--- src/rtl/child_rr_scheduler.sv ---
// child_rr_scheduler: round-robin owner of one shared resource among N_CHILD sibling instances.
// Flow per grant: IDLE -> GRANT (one-hot gnt) -> RELEASE (one-cycle gap) -> IDLE.
// All outputs come straight from flops; req/done never reach an output combinationally.
// Optional feature: define CHILD_SCHED_TIMEOUT_EN to revoke a grant after MAX_HOLD cycles
// and pulse timeout; without it MAX_HOLD is unused and timeout is tied low.

module child_rr_scheduler #(
   parameter int unsigned N_CHILD  = 5,
   parameter int unsigned MAX_HOLD = 16,
   parameter int unsigned ID_W     = $clog2(N_CHILD)
) (
   input  logic               clk,
   input  logic               rst_n,
   input  logic [N_CHILD-1:0] req,
   input  logic [N_CHILD-1:0] done,
   output logic [N_CHILD-1:0] gnt,
   output logic               gnt_valid,
   output logic [ID_W-1:0]    gnt_id,
   output logic               busy,
   output logic               timeout
);

   // Elaboration-time sanity on the configuration.
   if (N_CHILD < 2 || MAX_HOLD < 2 || ID_W < $clog2(N_CHILD)) begin : g_param_check
      $error("child_rr_scheduler: need N_CHILD >= 2, MAX_HOLD >= 2, ID_W >= clog2(N_CHILD)");
   end

   typedef enum logic [1:0] {
      StIdle    = 2'd0,
      StGrant   = 2'd1,
      StRelease = 2'd2
   } state_e;

   state_e               state_q, state_d;
   logic [ID_W-1:0]      ptr_q, ptr_d;
   logic [N_CHILD-1:0]   gnt_q, gnt_d;
   logic                 gnt_valid_q, gnt_valid_d;
   logic [ID_W-1:0]      gnt_id_q, gnt_id_d;
   logic                 busy_q, busy_d;

   logic [ID_W-1:0]      pick_id;
   logic                 pick_found;
   logic                 owner_release;
   logic                 hold_expired;
   logic                 revoke;

   // Pick the first requester at or after ptr, wrapping modulo N_CHILD.
   always_comb begin
      int unsigned idx;
      idx        = 0;
      pick_id    = '0;
      pick_found = 1'b0;
      for (int unsigned i = 0; i < N_CHILD; i++) begin
         idx = 32'(ptr_q) + i;
         if (idx >= N_CHILD) begin
            idx = idx - N_CHILD;
         end
         if (!pick_found && req[idx]) begin
            pick_found = 1'b1;
            pick_id    = ID_W'(idx);
         end
      end
   end

   // Only the owner's done and req bits matter while granted.
   assign owner_release = done[gnt_id_q] | ~req[gnt_id_q];
   assign revoke        = (state_q == StGrant) & (owner_release | hold_expired);

`ifdef CHILD_SCHED_TIMEOUT_EN
   localparam int unsigned HoldW = $clog2(MAX_HOLD + 1);

   logic [HoldW-1:0] hold_q, hold_d;
   logic             timeout_q, timeout_d;

   // hold_q counts completed GRANT cycles, so expiry is checked one short of MAX_HOLD.
   assign hold_expired = (hold_q == HoldW'(MAX_HOLD - 1));

   // Hold counter: cleared while idle (the only way into GRANT), counts up while granted.
   always_comb begin
      hold_d    = hold_q;
      timeout_d = 1'b0;
      unique case (state_q)
         StIdle:  hold_d = '0;
         StGrant: begin
            hold_d = hold_q + HoldW'(1);
            // A real release in the same cycle wins over the forced one.
            timeout_d = hold_expired & ~owner_release;
         end
         default: hold_d = hold_q;
      endcase
   end

   // Hold counter and timeout pulse registers.
   always_ff @(posedge clk or negedge rst_n) begin
      if (!rst_n) begin
         hold_q    <= '0;
         timeout_q <= 1'b0;
      end else begin
         hold_q    <= hold_d;
         timeout_q <= timeout_d;
      end
   end

   assign timeout = timeout_q;
`else
   assign hold_expired = 1'b0;
   assign timeout      = 1'b0;
`endif

   // Next-state and next-output computation for the grant FSM.
   always_comb begin
      state_d     = state_q;
      ptr_d       = ptr_q;
      gnt_d       = gnt_q;
      gnt_valid_d = gnt_valid_q;
      gnt_id_d    = gnt_id_q;
      busy_d      = busy_q;
      unique case (state_q)
         StIdle: begin
            if (pick_found) begin
               state_d     = StGrant;
               gnt_d       = N_CHILD'(1) << pick_id;
               gnt_valid_d = 1'b1;
               gnt_id_d    = pick_id;
               busy_d      = 1'b1;
            end
         end
         StGrant: begin
            if (revoke) begin
               state_d     = StRelease;
               gnt_d       = '0;
               gnt_valid_d = 1'b0;
               busy_d      = 1'b1;
               // gnt_id keeps the last owner; the pointer moves just past it.
               ptr_d       = (gnt_id_q == ID_W'(N_CHILD - 1)) ? '0 : gnt_id_q + ID_W'(1);
            end
         end
         StRelease: begin
            state_d = StIdle;
            busy_d  = 1'b0;
         end
         default: begin
            state_d     = StIdle;
            gnt_d       = '0;
            gnt_valid_d = 1'b0;
            busy_d      = 1'b0;
         end
      endcase
   end

   // State, pointer and registered outputs; reset drops everything without a RELEASE cycle.
   always_ff @(posedge clk or negedge rst_n) begin
      if (!rst_n) begin
         state_q     <= StIdle;
         ptr_q       <= '0;
         gnt_q       <= '0;
         gnt_valid_q <= 1'b0;
         gnt_id_q    <= '0;
         busy_q      <= 1'b0;
      end else begin
         state_q     <= state_d;
         ptr_q       <= ptr_d;
         gnt_q       <= gnt_d;
         gnt_valid_q <= gnt_valid_d;
         gnt_id_q    <= gnt_id_d;
         busy_q      <= busy_d;
      end
   end

   assign gnt       = gnt_q;
   assign gnt_valid = gnt_valid_q;
   assign gnt_id    = gnt_id_q;
   assign busy      = busy_q;

   // Exclusivity and output consistency.
   a_gnt_onehot0: assert property (@(posedge clk) disable iff (!rst_n) $onehot0(gnt));
   a_valid_match: assert property (@(posedge clk) disable iff (!rst_n) gnt_valid == (|gnt));
   a_busy_cover:  assert property (@(posedge clk) disable iff (!rst_n) gnt_valid |-> busy);

endmodule
--- config.mk ---
export PLATFORM = sky130hd
export DESIGN_NAME = child_rr_scheduler
export DESIGN_NICKNAME = d
export VERILOG_FILES = /design/src/rtl/child_rr_scheduler.sv
export SDC_FILE = /design/constraint.sdc
export NUM_CORES = 1
export LEC_CHECK = 0
export CAP_MARGIN = 30
export CORE_MARGIN = 2
export CORE_UTILIZATION = 51
export CTS_CLUSTER_SIZE = 16
export DETAILED_ROUTE_END_ITERATION = 8
export PLACE_DENSITY_LB_ADDON = 0.1
export SLEW_MARGIN = 20
export SYNTH_ARGS = -nofsm -noshare
export SYNTH_HDL_FRONTEND = slang
export SYNTH_SLANG_ARGS = --single-unit
--- constraint.sdc ---
create_clock -name clk -period 3.3 [get_ports clk]
set_input_delay 0.825 -clock clk [delete_from_list [all_inputs] [get_ports clk]]
set_output_delay 0.825 -clock clk [all_outputs]
set_load 0.1 [all_outputs]
# After elaboration in Yosys (flattened, before gate mapping)
# Cells that the tools add are included.
dict set report word_totals {
  ramBits 0
  ff_bits 15
  inputBits 12
  memories 0
  romBits 0
  latchBits 0
}
dict set report op_classes {
  n_mux 41
  add_sub_neg 10
  n_div 0
  n_lt_le_gt_ge 11
  n_eq_ne 5
  shift 1
  mul 0
  n_reduce_logical 13
  n_bitwise 4
}
# op count
set op_table {}
lappend op_table {{< comparator 32 x 4 -> 1 bit (second input constant)} 5}
lappend op_table {{two-way mux 32 bit} 5}
lappend op_table {{binary-select mux 1 bit (select 3 bit)} 7}
lappend op_table {{subtractor 4 x 3 -> 5 bit (second input constant)} 4}
lappend op_table {{two-way mux 3 bit} 6}
lappend op_table {{>= comparator 4 x 3 -> 1 bit (second input constant)} 4}
lappend op_table {{two-way mux 1 bit} 15}
lappend op_table {{case mux 5 bit (3 select lines)} 1}
lappend op_table {{two-way mux 5 bit} 2}
lappend op_table {{adder 3 x 2 -> 4 bit (second input constant)} 2}
lappend op_table {{AND reduction 2 bit} 3}
lappend op_table {{left shift 1 x 3 -> 5 bit (first input constant)} 1}
lappend op_table {{adder 3 x 1 -> 4 bit (second input constant)} 1}
lappend op_table {{adder 3 x 3 -> 4 bit (second input constant)} 1}
lappend op_table {{logical AND 1 bit} 4}
lappend op_table {{zero test 1 bit} 4}
lappend op_table {{< comparator 3 x 4 -> 1 bit (second input constant)} 1}
lappend op_table {{two-way mux 2 bit} 2}
lappend op_table {{inequality test 2 bit (second input constant)} 2}
lappend op_table {{case mux 2 bit (2 select lines)} 1}
lappend op_table {{subtractor 3 x 3 -> 4 bit (second input constant)} 1}
lappend op_table {{adder 3 x 1 -> 3 bit (second input constant)} 1}
lappend op_table {{equality test 3 bit (second input constant)} 1}
lappend op_table {{>= comparator 3 bit (second input constant)} 1}
lappend op_table {{9 further kinds} 10}

# Depth between registers and ports, before layout
dict set report logic_depth {
  ltp_word 20
  ltp_mapped 13
  mapped_depth_nobuf 12
}

# Worst setup path before layout
# No wires, ideal clock.
dict set report synth_path {
  path_type {register to register}
  start {reg ptr_q[1]}
  end {reg gnt_q[0] (netlist: gnt[0])}
  path_stages_with_launch 12
  setup_ns 0.123
  setup_slack_ns -0.109
  n_path_buf 1
  arrival_time_ns 3.286
  synth_period_minus_slack_ns 3.409
  required_ns 3.177
  cell_sequence {dfrtp_1 > inv_1 > ha_1 > buf_6 > mux4_2 > nand4_1 > o31ai_1 > or3_4 > or4_4 > a211oi_1 > o32ai_1 > a32o_1}
}
dict set report synth_between {
  elab_chain_cells 20
  word_cells_on_any_way 52
  classes_between {add/sub (9); order compare (5); eq/ne (1); shift (1); mux (27); reduce/logical (9)}
}
# item line_no
set synth_lines {}
lappend synth_lines {{start: declaration} 35} ;# logic [ID_W-1:0] ptr_q, ptr_d;
lappend synth_lines {{start signal: assignment} 162} ;# ptr_q <= ptr_d;
lappend synth_lines {{branches (longest 20 deep; another with subtractor 4 x 3 -> 5 bit)} -}
lappend synth_lines {{end signal: assignment} 163} ;# gnt_q <= gnt_d;
lappend synth_lines {{end: declaration} 36} ;# logic [N_CHILD-1:0] gnt_q, gnt_d;
# Parallel ways; which one is timed is not known. The select of a mux whose other input is x is not followed.
# A chain may end at the register's enable or synchronous reset.

# Final worst setup path
dict set report layout_path {
  start {reg ptr_q[1]}
  end {reg gnt_q[2] (netlist: gnt[2])}
}
# Same word-level chain as after synthesis.

==> metrics.cfg <==
[worst_setup_path]
startpoint_type = flop
crit_top_cell = buf_4
r2r-end = gnt[2]
critPathArrivalTime_ns = 3.42
r2r_slack_ns = 0.07
critPathMaxStageDelay_ns = 0.52
worstPathRequired_ns = 3.49
cp_max_fo = 9
setup.worst_path.class = reg2reg
worstPathCellList = buf_4 > ha_1 > a211o_1 > o211ai_1 > a21boi_1 > buf_4 > or3_4 > or4_4 > or2_4 > o32a_1 > a22o_1
cp.buffers_inverters = 2
crit_slowest_cell = or4_4
end_kind = flop
r2r_start = ptr_q[1]
r2r_cells = 11
cp_top_family = simple AND/OR/NAND/NOR gates

[yosys]
synth_area_um2 = 1850
synth-seq-cells = 15
synthArstFlopShare_pct = 100
synth_top_area_share_pct = 20.3
yosys.area.top_type = dfrtp_1
synth_commonest_cells = 15 x dfrtp_1, 14 x a21oi_1, 14 x o21ai_0, 13 x ha_1, 13 x nand2_1
synth_cells = 222
yosysMostFrequentCell = dfrtp_1
yosys_warnings = 0
synthDistinctLibCells = 71
synth_area_leaders = dfrtp_1 20%, ha_1 8.8%, mux2i_1 4.3%, a21oi_1 3.8%, o21ai_0 3.8%
synth_enable_flop_cells = 0
syn_avg_cell_area_um2 = 8.33
ys_seq_area_share_pct = 20.3
synth_ff_type = dfrtp_1
syn_nets = 247

[sta]
tightest_slew_ns = 0.676
max-slew-margin-rel_pct = 54.8
fmax_ghz = 0.310
setup_viol = 0
finalCritPeriodShare_pct = 97.8
slew_viol_final = 0
clock_skew_ns = 0.00314
setup_tns_ns = 0
layout_min_cycle_time_ns = 3.23
hold_viol = 0

[clock_network]
cts_buffers = 3
root_buffer = clkbuf_4
cts_buffer_depth = 2
clkTransAtPathRegs_ns = 0.09
cts_tree = done
clock-sinks = 15
clock_latency_ns = 0.29
htreeDepth = 1

[placed_design]
dpl-instance-area_um2 = 2320
portBuffers = 21
gp_congestion = 1.01
hpwlAfterDp_um = 4190

[die]
die-area_um2 = 4120
initial_utilization_pct = 54.1
die_y_um = 64.2
die_w_um = 64.2
ioPinCount = 23
core_area_um2 = 3420
rows = 21

[final_layout]
seqCellArea_um2 = 377
drive_gt1_share_pct = 33.3
syn2layout_area_growth_pct = 37.5
fin_area_um2 = 2540
nNetsFinal = 302
multiInputGateArea_um2 = 1540
fillerInstances = 249
antenna_cells = 0

[global_routing]
grt_pass1_wl_um = 8880
grt_pass1_vias = 1906
grt_max_degree = 20
overflow = 0
grt_antenna_before_repair = 0
grt.total_usage_pct = 26.8

[worst_hold_path]
holdPathStages = 1
hold_end = gnt_valid
hold_start = gnt_valid
holdCritPathClass = reg2reg

[route]
postRouteAntennaNets = 0
highest_layer = met4
via_count = 2080
wl_per_cell_um = 17.8
post_drt_via_cell_ratio = 6.46
wl_met1_um = 2430
dr.pass1.iters = 5
wl_um = 5720
met3RoutedLength_um = 394
drt-initial-drc-count = 196
drc = 0
wl_met2_um = 2820

[outcome]
outcome = finished, final reports clean

[job]
cap_violations = 0

## worst max path at each step
| stage | from | endpoint | cells after the start |
|---|---|---|---|
| 2_1_floorplan | ptr_q[1] | gnt[2] | 12 |
| 3_3_place_gp | req[3] | gnt[0] | 9 |
| 3_5_place_dp | req[3] | gnt_id[2] | 9 |
| 4_1_cts | ptr_q[1] | gnt[2] | 12 |
| 5_1_grt | ptr_q[1] | gnt[0] | 12 |
| 6_report | ptr_q[1] | gnt[2] | 11 |
## state kept, by name, indices dropped and copies added (netlist names)
signal,cells
gnt,5
gnt_id,3
ptr_q,3
state_q,2
gnt_valid,1
busy,1
## placed cells by master (no fill, tap or decap), drive strengths merged, types with 4 or more instances in the layout
cell type	Yosys	routed
a211o	5	5
a211oi	4	4
a21oi	15	15
buf	8	50
clkdlybuf4s50	0	7
dfrtp	15	15
dlygate4sd2	0	4
ha	13	13
inv	12	12
mux2i	8	8
nand2	13	13
nand2b	4	4
nand3	5	5
nor2	12	12
nor2b	4	4
nor3	9	9
o21ai	15	15
o41ai	4	4
or3	4	4
xnor2	5	5
## metrics by stage
step	hold WS (ns)	setup WS, ns	std cells	utilization [%]
final	0.496	0.0712	322	74.4
after global routing	0.523	-0.0129	322	74.4
after CTS	0.504	0.0000873	320	69.5
after detailed placement	0.481	-0.466	316	67.9
after global placement	0.465	-0.328	316	67.9
after floorplan	0.529	0.00832	222	-
## cells by family after synthesis
kind of cell	Yosys count	share of synthesized area, %
buf+inv	23	6.63
compound gates	79	31.7
flops	15	20.3
fa+ha+maj	13	8.80
xor+xnor	7	3.32
mux	11	6.77
simple gates	73	22.3
other cells	1	0.203
## final cells by class
| type | count | share of cell area [%] |
|---|---|---|
| Inverter | 12 | 1.77 |
| Clock buffer | 3 | 0.886 |
| Multi-Input combinational cell | 184 | 60.4 |
| Clock inverter | 1 | 0.197 |
| Timing Repair Buffer | 61 | 19.7 |
| Tap cell | 46 | 2.26 |
| Sequential cell | 15 | 14.8 |
## routing by layer
layer  up-vias  GRT usage (%)
met3        12           4.75
met5         -              0
met4         0           6.91
met2       106           44.5
li1        967              -
met1       995           35.8
## repair_timing
| action | CTS | global route |
|---|---|---|
| resized for setup | 10 | 29 |
| pin swaps | 3 | 6 |
| buffers inserted | 0 | 2 |
| hold buffers | 0 | 0 |
| endpoints found under the setup margin | 8 | 10 |
| endpoints found under the hold margin | 0 | 0 |
Power is not shown: default switching activity piles up to over one toggle a cycle in this logic, so the estimate is an artifact.
